File: src/rtl/stepper_pkg.sv
// Shared types and constants for the multi-axis step/direction pulse generator.
// Optional position tracking is enabled by defining STEPPER_POS_EN.
package stepper_pkg;

    typedef enum logic [1:0] {
        IDLE,
        SETUP,
        HIGH,
        LOW
    } ch_state_t;

    localparam int PULSE_W_MIN   = 1;
    localparam int SETUP_CYC_MIN = 1;

    // Channel-select width; a single-channel build still carries a 1-bit select.
    function automatic int ch_sel_width(input int n);
        return (n > 1) ? $clog2(n) : 1;
    endfunction

endpackage

File: src/rtl/stepper_channel.sv
// One axis channel: move FSM, step/period counters and (with STEPPER_POS_EN) a signed
// position counter updated on every step rising edge.
module stepper_channel
    import stepper_pkg::*;
#(
    parameter int CNT_W     = 32,
    parameter int PER_W     = 32,
    parameter int PULSE_W   = 4,
    parameter int SETUP_CYC = 2
) (
    input  logic             clock,
    input  logic             reset,
    input  logic             start,
    input  logic [CNT_W-1:0] steps,
    input  logic [PER_W-1:0] period,
    input  logic             dir,
    input  logic             abort,
    output logic             ready,
    output logic             step_out,
    output logic             dir_out,
    output logic             busy,
    output logic             done
`ifdef STEPPER_POS_EN
    ,
    output logic [CNT_W-1:0] pos
`endif
);

    localparam logic [PER_W:0] PULSE_L = (PER_W+1)'(PULSE_W);
    localparam logic [PER_W:0] SETUP_L = (PER_W+1)'(SETUP_CYC);
    localparam logic [PER_W:0] MIN_PER = (PER_W+1)'(PULSE_W + 1);
    localparam logic [PER_W:0] CYC_ONE = {{PER_W{1'b0}}, 1'b1};
    localparam logic [CNT_W-1:0] CNT_ONE = {{(CNT_W-1){1'b0}}, 1'b1};

    ch_state_t      state_reg;
    logic [CNT_W-1:0] remaining_reg;
    logic [PER_W:0] per_eff_reg;
    logic [PER_W:0] cyc_cnt_reg;
    logic           zero_pend_reg;
    logic           step_reg;
    logic           dir_reg;
    logic           busy_reg;
    logic           done_reg;
    logic           rise_now;
    logic [PER_W:0] period_ext;

    assign period_ext = {1'b0, period};
    // A channel is not ready while a zero-step move or its done pulse is still in flight.
    assign ready    = (state_reg == IDLE) && !zero_pend_reg && !done_reg && !abort;
    assign step_out = step_reg;
    assign dir_out  = dir_reg;
    assign busy     = busy_reg;
    assign done     = done_reg;

    always_comb begin
        rise_now = 1'b0;
        if (!abort) begin
            if ((state_reg == SETUP) && (cyc_cnt_reg == SETUP_L)) begin
                rise_now = 1'b1;
            end else if ((state_reg == LOW) && (cyc_cnt_reg >= per_eff_reg) &&
                         (remaining_reg != '0)) begin
                rise_now = 1'b1;
            end
        end
    end

    always_ff @(posedge clock) begin
        if (reset) begin
            state_reg     <= IDLE;
            remaining_reg <= '0;
            per_eff_reg   <= '0;
            cyc_cnt_reg   <= '0;
            zero_pend_reg <= 1'b0;
            step_reg      <= 1'b0;
            dir_reg       <= 1'b0;
            busy_reg      <= 1'b0;
            done_reg      <= 1'b0;
        end else begin
            done_reg      <= zero_pend_reg;
            zero_pend_reg <= 1'b0;
            if (cyc_cnt_reg != '1) begin
                cyc_cnt_reg <= cyc_cnt_reg + CYC_ONE;
            end
            if (abort && (state_reg != IDLE)) begin
                state_reg <= IDLE;
                step_reg  <= 1'b0;
                busy_reg  <= 1'b0;
                done_reg  <= 1'b1;
            end else if (rise_now) begin
                // cyc_cnt counts cycles since this rising edge
                state_reg     <= HIGH;
                step_reg      <= 1'b1;
                cyc_cnt_reg   <= CYC_ONE;
                remaining_reg <= remaining_reg - CNT_ONE;
            end else begin
                case (state_reg)
                    IDLE: begin
                        if (start) begin
                            dir_reg       <= dir;
                            remaining_reg <= steps;
                            per_eff_reg   <= (period_ext > MIN_PER) ? period_ext : MIN_PER;
                            cyc_cnt_reg   <= CYC_ONE;
                            if (steps == '0) begin
                                zero_pend_reg <= 1'b1;
                            end else begin
                                state_reg <= SETUP;
                                busy_reg  <= 1'b1;
                            end
                        end
                    end
                    HIGH: begin
                        if (cyc_cnt_reg == PULSE_L) begin
                            step_reg  <= 1'b0;
                            state_reg <= LOW;
                        end
                    end
                    LOW: begin
                        if (cyc_cnt_reg >= per_eff_reg) begin
                            state_reg <= IDLE;
                            busy_reg  <= 1'b0;
                            done_reg  <= 1'b1;
                        end
                    end
                    default: ;
                endcase
            end
        end
    end

`ifdef STEPPER_POS_EN
    logic [CNT_W-1:0] pos_reg;

    assign pos = pos_reg;

    always_ff @(posedge clock) begin
        if (reset) begin
            pos_reg <= '0;
        end else if (rise_now) begin
            pos_reg <= dir_reg ? (pos_reg + CNT_ONE) : (pos_reg - CNT_ONE);
        end
    end
`endif

endmodule

File: src/rtl/stepper_multi_axis.sv
// N-channel step/direction generator: command demux, ready mux and output packing.
// Defining STEPPER_POS_EN adds the packed per-channel position output.
module stepper_multi_axis
    import stepper_pkg::*;
#(
    parameter int N_CH      = 2,
    parameter int CNT_W     = 32,
    parameter int PER_W     = 32,
    parameter int PULSE_W   = 4,
    parameter int SETUP_CYC = 2,
    localparam int CH_W     = ch_sel_width(N_CH)
) (
    input  logic                  clock,
    input  logic                  reset,
    input  logic                  cmd_valid,
    output logic                  cmd_ready,
    input  logic [CH_W-1:0]       cmd_ch,
    input  logic [CNT_W-1:0]      cmd_steps,
    input  logic [PER_W-1:0]      cmd_period,
    input  logic                  cmd_dir,
    input  logic [N_CH-1:0]       abort,
    output logic [N_CH-1:0]       step_out,
    output logic [N_CH-1:0]       dir_out,
    output logic [N_CH-1:0]       busy,
    output logic [N_CH-1:0]       done
`ifdef STEPPER_POS_EN
    ,
    output logic [N_CH*CNT_W-1:0] pos
`endif
);

    localparam int PULSE_EFF = (PULSE_W < PULSE_W_MIN) ? PULSE_W_MIN : PULSE_W;
    localparam int SETUP_EFF = (SETUP_CYC < SETUP_CYC_MIN) ? SETUP_CYC_MIN : SETUP_CYC;

    logic [N_CH-1:0] ch_ready;
    logic [N_CH-1:0] ch_start;
    logic            accept;

    // Out-of-range channel selects match no channel and leave cmd_ready low.
    always_comb begin
        cmd_ready = 1'b0;
        for (int i = 0; i < N_CH; i++) begin
            if (int'(cmd_ch) == i) begin
                cmd_ready = ch_ready[i];
            end
        end
    end

    assign accept = cmd_valid && cmd_ready;

    generate
        for (genvar gi = 0; gi < N_CH; gi++) begin : g_ch
            assign ch_start[gi] = accept && (int'(cmd_ch) == gi);

            stepper_channel #(
                .CNT_W     (CNT_W),
                .PER_W     (PER_W),
                .PULSE_W   (PULSE_EFF),
                .SETUP_CYC (SETUP_EFF)
            ) u_ch (
                .clock    (clock),
                .reset    (reset),
                .start    (ch_start[gi]),
                .steps    (cmd_steps),
                .period   (cmd_period),
                .dir      (cmd_dir),
                .abort    (abort[gi]),
                .ready    (ch_ready[gi]),
                .step_out (step_out[gi]),
                .dir_out  (dir_out[gi]),
                .busy     (busy[gi]),
                .done     (done[gi])
`ifdef STEPPER_POS_EN
                ,
                .pos      (pos[gi*CNT_W +: CNT_W])
`endif
            );
        end
    endgenerate

endmodule

File: config.mk
export PLATFORM = sky130hd
export DESIGN_NAME = stepper_multi_axis
export DESIGN_NICKNAME = d
export VERILOG_FILES = /design/src/rtl/stepper_pkg.sv /design/src/rtl/stepper_channel.sv /design/src/rtl/stepper_multi_axis.sv
export SDC_FILE = /design/constraint.sdc
export NUM_CORES = 1
export LEC_CHECK = 0
export CORE_UTILIZATION = 45
export CTS_CLUSTER_DIAMETER = 150
export DETAILED_ROUTE_END_ITERATION = 12
export PLACE_DENSITY = 0.71
export SLEW_MARGIN = 20
export SYNTH_ARGS = -nofsm -noshare
export SYNTH_HDL_FRONTEND = slang
export SYNTH_HIERARCHICAL = 1
export SYNTH_SLANG_ARGS = --single-unit
File: constraint.sdc
create_clock -name clock -period 3.4 [get_ports clock]
set_input_delay 0.51 -clock clock [delete_from_list [all_inputs] [get_ports clock]]
set_output_delay 0.51 -clock clock [all_outputs]
set_load 0.05 [all_outputs]
# == Word-level counts from Yosys, hierarchy flattened ==
# Index checks and enable logic that the tools add are counted.
# totals
register_bits,210
in_bits,71
elab_cells,183
# op_classes
add_sub_neg,4
magnitude_cmp,3
eq_ne,28
n_mux,57
bitwise_logic,9
reduce_logical,62
# ops
operator,n
33-bit two-way mux,10
32-bit two-way mux,7
"33-bit by 1-bit adder with 33-bit output, second input constant",2
"33-bit by 2-bit == test with 1-bit output, second input constant",2
"33-bit by 3-bit == test with 1-bit output, second input constant",2
33-bit >= comparator,2
"33-bit != test, second input constant",2
32-bit nonzero test,2
"32-bit by 1-bit subtractor with 32-bit output, second input constant",2
"32-bit by 3-bit greater-than comparator with 1-bit output, second input constant",1
32-bit logical NOT,1
5-bit AND reduction,6
1-bit two-way mux,27
2-bit nonzero test,12
2-bit two-way mux,9
1-bit logical AND,17
"3-bit by 1-bit != test with 1-bit output, second input constant",4
"3-bit by 2-bit != test with 1-bit output, second input constant",4
2-bit case mux with 3 select lines,2
5-bit OR reduction,2
1-bit NOT,9
"2-bit == test, second input constant",4
"2-bit by 1-bit != test with 1-bit output, second input constant",4
"2-bit != test, second input constant",4
other kinds (11),26

# == Depth between registers and ports, before layout ==
# logic_depth
ltp_word,11
depth_mapped,13
ltp_nobuf,10

# == Hierarchy ==
# The synthesis kept the hierarchy.
# modules_own_cells
mod,instances,cells_per_inst,area_each_um2,seq_area_each_um2
stepper_channel at g_ch[0].u_ch,1,757,5960.7,2082.0
stepper_channel at g_ch[1].u_ch,1,747,5870.6,2082.0
stepper_multi_axis,1,3,32.5,0.0

# == Worst setup path before layout ==
# No wires, ideal clock.
# synth_timing
path_kind,reg2reg
from,reg g_ch[0].u_ch.per_eff_reg[30]
to,reg g_ch[0].u_ch.remaining_reg[16]
setup_time_ps,132
arrival_ps,2464
t_required_ps,3268
path_slack_ps,804
stages_incl_launch_ff,12
n_path_buf,1
synth_period_minus_slack_ps,2596
cell_sequence,dfxtp_1 > inv_1 > ha_1 > nand4b_1 > or4_1 > nor3_1 > o2bb2ai_1 > o21a_1 > buf_4 > nand2_1 > o311ai_0 > a21oi_1
# synth_via
elab_chain_len,8
elab_cells_between_ends,10
# synth_rtl
item,line,source
"start, declared",stepper_channel.sv:37,logic [PER_W:0] per_eff_reg;
"start signal, assigned",stepper_channel.sv:101,per_eff_reg <= (period_ext > MIN_PER) ? period_ext : MIN_PER;
33-bit >= comparator *,stepper_channel.sv:60,end else if ((state_reg == LOW) && (cyc_cnt_reg >= per_eff_reg) &&
1-bit logical AND * (2 in a row),stepper_channel.sv:60,
1-bit two-way mux *,stepper_channel.sv:60,
1-bit two-way mux *,stepper_channel.sv:58,if ((state_reg == SETUP) && (cyc_cnt_reg == SETUP_L)) begin
1-bit two-way mux *,stepper_channel.sv:57,if (!abort) begin
2-bit nonzero test (no source line),n/a,
3-bit AND reduction (no source line),n/a,
"end signal, assigned",stepper_channel.sv:94,remaining_reg <= remaining_reg - CNT_ONE;
"end signal, assigned",stepper_channel.sv:100,remaining_reg <= steps;
"end, declared",stepper_channel.sv:36,logic [CNT_W-1:0] remaining_reg;
# Every way passes the cells marked *; elsewhere a longest branch is shown, timed or not.
# A chain may end at the register's enable or synchronous reset.

# == Worst setup path in the final report ==
# layout_timing
from,reg g_ch[0].u_ch.cyc_cnt_reg[31]
to,reg g_ch[0].u_ch.remaining_reg[30]
# layout_via
elab_chain_len,8
elab_cells_between_ends,12
# layout_rtl
item,line,source
"start, declared",stepper_channel.sv:38,logic [PER_W:0] cyc_cnt_reg;
"start signal, assigned",stepper_channel.sv:82,cyc_cnt_reg <= cyc_cnt_reg + CYC_ONE;
33-bit >= comparator,stepper_channel.sv:60,
1-bit logical AND (2 in a row),stepper_channel.sv:60,
1-bit two-way mux,stepper_channel.sv:60,
1-bit two-way mux *,stepper_channel.sv:58,
1-bit two-way mux *,stepper_channel.sv:57,
2-bit nonzero test (no source line),n/a,
3-bit AND reduction (no source line),n/a,
# Marked as above.

==> out/metrics.sh <==
LAYOUT-AREA-OVERHEAD-VS-SYNTH_PCT=16.87
CRITICAL_PATH.MAX_STAGE_DELAY_PS=590
DIEHEIGHT_UM=164.4
TIMING.CLOCK.SKEW_PS=12.08
CTS-RESIZED-GATES=0
CRIT_ARRIVAL_PS=3590
ANTENNA_FOUND_INITIAL=0
POSTROUTEANTENNANETS=0
POST_CTS_HOLD_BUFFER_COUNT=0
PERIOD_SHARE_PCT=93.96
WIRE_LENGTH_OF_THE_FIRST_GLOBAL_ROUTING_PASS_MM=54.19
DETAIL_ROUTE.WL_PER_CELL_UM=17.32
HOLDCRITPATHCLASS='flop to flop'
STD_CELL_ROWS=59
MAXIMUM_CLOCK_RATE_MHz=313.0
SYNTHFLOPTYPE='dfxtp_1'
NUM-NETS-FINAL=1733
SYNTH.DISTINCT_CELLS=76
MULTI_INPUT_AREA_UM2=7009
MAX_SLEW.WORST_PIN.SLEW_PS=839.2
FP.COREAREA_UM2=25980
DRIVE_GT1_SHARE_PCT=6.281
POSTCTSSETUPREPAIRBUFS=0
POSTSYNTHREGISTERBITS=208
DRCVIOLATIONCOUNT=0
LARGEST_REGISTER_FFS=66
INSTANCE_COUNT_AFTER_PLACEMENT_WITH_TAP_CELLS_INCLUDED=1885
MOST_COMMON_LIBRARY_CELL_IN_THE_LAYOUT_IGNORING_FILL_AND_TAPS='dfxtp_1'
DPL-INSTANCE-AREA_UM2=13040
SYNTH-ADDER-AREA-SHARE_PCT=9.070
CP_MAX_FO=8
LAYOUT.CORE_UTILIZATION_PCT=53.36
YOSYS.AREA_SHARE.SIMPLE_PCT=27.55
DETAILEDPLACEMENTHPWL_MM=24.26
SETUP-VIOLATIONS-FINAL=0
PIN_COUNT_OF_THE_BIGGEST_NET_ENTERING_GLOBAL_ROUTING=75
FIN_WORST_HOLD_SLACK_PS=452.4
TIMING.SETUP.TNS_PS=0
AREA.SEQUENTIAL_UM2=4164
START_KIND='flop'
CTS_INSERTED_BUFFERS=24
MAXCAPVIOLATIONS=0
SYNTH-EDFF-COUNT=0
CRITICAL_PATH.SLOWEST_CELL='or4_1'
CTS_ROOT_BUFFER='clkbuf_16'
CTS_TREE='yes'
SLEW_HEADROOM_PCT=43.72
FINAL.FILL_COUNT=2437
DETAILROUTE.VIA_COUNT=11280
SYNTHESIZED_AREA_UM2=11860
ROUTE.FINAL.WIRE_LENGTH_MM=33.38
TIMING.CRITICAL_PATH.REQUIRED_PS=3800
SYNTHXORXNORAREAFRAC_PCT=4.356
MULTIPLEXER_FRACTION_OF_THE_SYNTHESIZED_CELL_AREA_PCT=0.3797
POSTSYNTHNETCOUNT=1664
GLOBAL_ROUTE_USAGE_OVER_ALL_LAYERS_PCT=24.65
LAYOUT_MIN_CYCLE_TIME_PS=3195
POWERDENSITY_nW_PER_UM2=478.7
INITIALDRTVIOLATIONCOUNT=850
FIRST_DRT_PASS_ITERATION_COUNT=6
SHARE_OF_ASYNC_SETTABLE_OR_ASYNC_RESETTABLE_FLOPS_AFTER_SYNTHESIS_PCT=0
COMBINATIONAL_FAMILY_WITH_THE_MOST_AREA_AFTER_SYNTHESIS='simple AND/OR/NAND/NOR gates'
WORST-PATH-BUF-INV=1
YS_WARN_COUNT=6
RUN_STATUS='complete, no violations'
FLOORPLAN_DIE_AREA_UM2=27020
SYNTH_COMPOUND_GATE_AREA_SHARE_PCT=17.62
MAXSLEWVIOLCOUNT=0
GLOBAL_PLACER_S_FINAL_WEIGHTED_CONGESTION=0.8558
SYN_INST=1507
OVERFLOW=0
PORTBUFFERS=79
RSZ0062_AT_GRT='no'
YOSYSSEQAREASHARE_PCT=35.10
MAX-CLOCK-PATH-BUFFERS=3
FINAL-INSTANCE-COUNT-EXCL-FILL=1927
FINAL_CELL_MIX='208 x dfxtp_1, 192 x nand2_1, 145 x a21oi_1'
CLK_PIN_SLEW_PS=60
VIA_COUNT_OF_THE_FIRST_GLOBAL_ROUTING_PASS=10500
CTS_SINKS=208
IO_PINS=80
FINAL_DESIGN_AREA_NO_FILL_UM2=13870
FINAL_HOLD_VIOL_COUNT=0
EFFECTIVE_UTILIZATION_AT_FLOORPLAN_PCT=45.66
CTS-HTREE-LEVELS=1
SETUP.WORST_PATH.CLASS='flop to flop'
P_LEAK_nW=5.042
WORST_SKEW_PAIR.LATE_LATENCY_PS=530
VDD_IR_DROP_MAX_mV=0.3864
CP_CELL_SEQUENCE='ha_1 -> nand4b_1 -> or4_1 -> nor3_1 -> o2bb2ai_1 -> o21a_2 -> buf_4 -> nand3_1 -> o311ai_0 -> a21oi_1'
ANTENNA-DIODE-COUNT=0
POST_DR_VIAS_CELL=5.853
SYNTH_AREA_PER_CELL_UM2=7.873
TIMING.CRITICAL_PATH.TO_TYPE='flop'
FLOORPLAN.DIE.WIDTH_UM=164.4
CRITICAL_PATH.TOP_DELAY_FAMILY='compound AO/OA/AOI/OAI gates'
[cells in the mapped netlist, types with 12 or more instances]
| cell | number | share of area (%) |
|---|---|---|
| a211oi_1 | 20 | 1.3 |
| a21oi_1 | 145 | 6.1 |
| a31oi_1 | 21 | 1.1 |
| and3_1 | 25 | 1.3 |
| buf_2 | 16 | 0.67 |
| clkbuf_1 | 39 | 1.2 |
| dfxtp_1 | 208 | 35 |
| ha_1 | 86 | 9.1 |
| inv_1 | 100 | 3.2 |
| nand2_1 | 193 | 6.1 |
| nand3_1 | 43 | 1.8 |
| nand4_1 | 47 | 2.5 |
| nor2_1 | 132 | 4.2 |
| nor3_1 | 52 | 2.2 |
| nor4_1 | 59 | 3.1 |
| o21ai_0 | 38 | 1.6 |
| or3_1 | 22 | 1.2 |
| or4_1 | 12 | 0.76 |
| xnor2_1 | 26 | 1.9 |
| xor2_1 | 33 | 2.4 |
[final timing paths]
check / cells past startpoint / slack [ps] / to / startpoint
hold / removal: 2 / 450 / g_ch[0].u_ch/per_eff_reg[19] / g_ch[0].u_ch/per_eff_reg[19]
setup reg to reg: 10 / 210 / g_ch[0].u_ch/remaining_reg[30] / g_ch[0].u_ch/cyc_cnt_reg[31]
hold reg to reg: 2 / 450 / g_ch[0].u_ch/per_eff_reg[19] / g_ch[0].u_ch/per_eff_reg[19]
setup / recovery: 10 / 210 / g_ch[0].u_ch/remaining_reg[30] / g_ch[0].u_ch/cyc_cnt_reg[31]
[metal layers]
layer | GRT usage (%) | wire length (um) | up-vias
li1 | - | - | 5597
met1 | 33.40 | 15410 | 5307
met2 | 39.91 | 15280 | 311
met3 | 3.315 | 1669 | 64
met4 | 8.924 | 1017 | 0
met5 | 0 | 0 | -
[cells by family after synthesis]
kind of cell / Yosys count
DFF: 208
AOI/OAI and AO/OA: 336
xor gates and xnor gates: 59
adders and majority gates: 86
buffers and inverters: 165
muxes: 4
and+or+nand+nor: 649
[worst register-to-register path: stages (launching register included)]
cell       delay, ps
dfxtp_1          380
ha_1             320
nand4b_1         170
or4_1            590
nor3_1           200
o2bb2ai_1        290
o21a_2           350
buf_4            200
nand3_1          110
o311ai_0         340
a21oi_1          120
[per-stage QoR]
| stage | total power (W) | setup WS (ps) |
|---|---|---|
| after detailed placement | 0.003988 | 89.83 |
| after floorplan | 0.003550 | 803.8 |
| after global placement | 0.003964 | 146.2 |
| final | 0.006638 | 205.2 |
| after global routing | 0.006936 | 13.51 |
| after CTS | 0.006668 | 56.34 |
[final cells by class]
cell class / instances / share of cell area, %
multi-input combinational: 1134 / 50.55
clock buffer: 33 / 4.936
clock inverter: 9 / 0.9746
tap: 335 / 3.023
sequential: 208 / 30.03
inverter: 100 / 2.707
timing repair buffer: 108 / 7.778
[where the power goes]
| group | total (W) | leakage (nW) | internal (W) | switching, W |
|---|---|---|---|---|
| clock network | 0.00268 | 0.405 | 0.00163 | 0.00105 |
| registers | 0.00266 | 1.69 | 0.00256 | 0.000102 |
| logic | 0.00130 | 2.95 | 0.000496 | 0.000806 |
(Power assumes the default switching activity.)
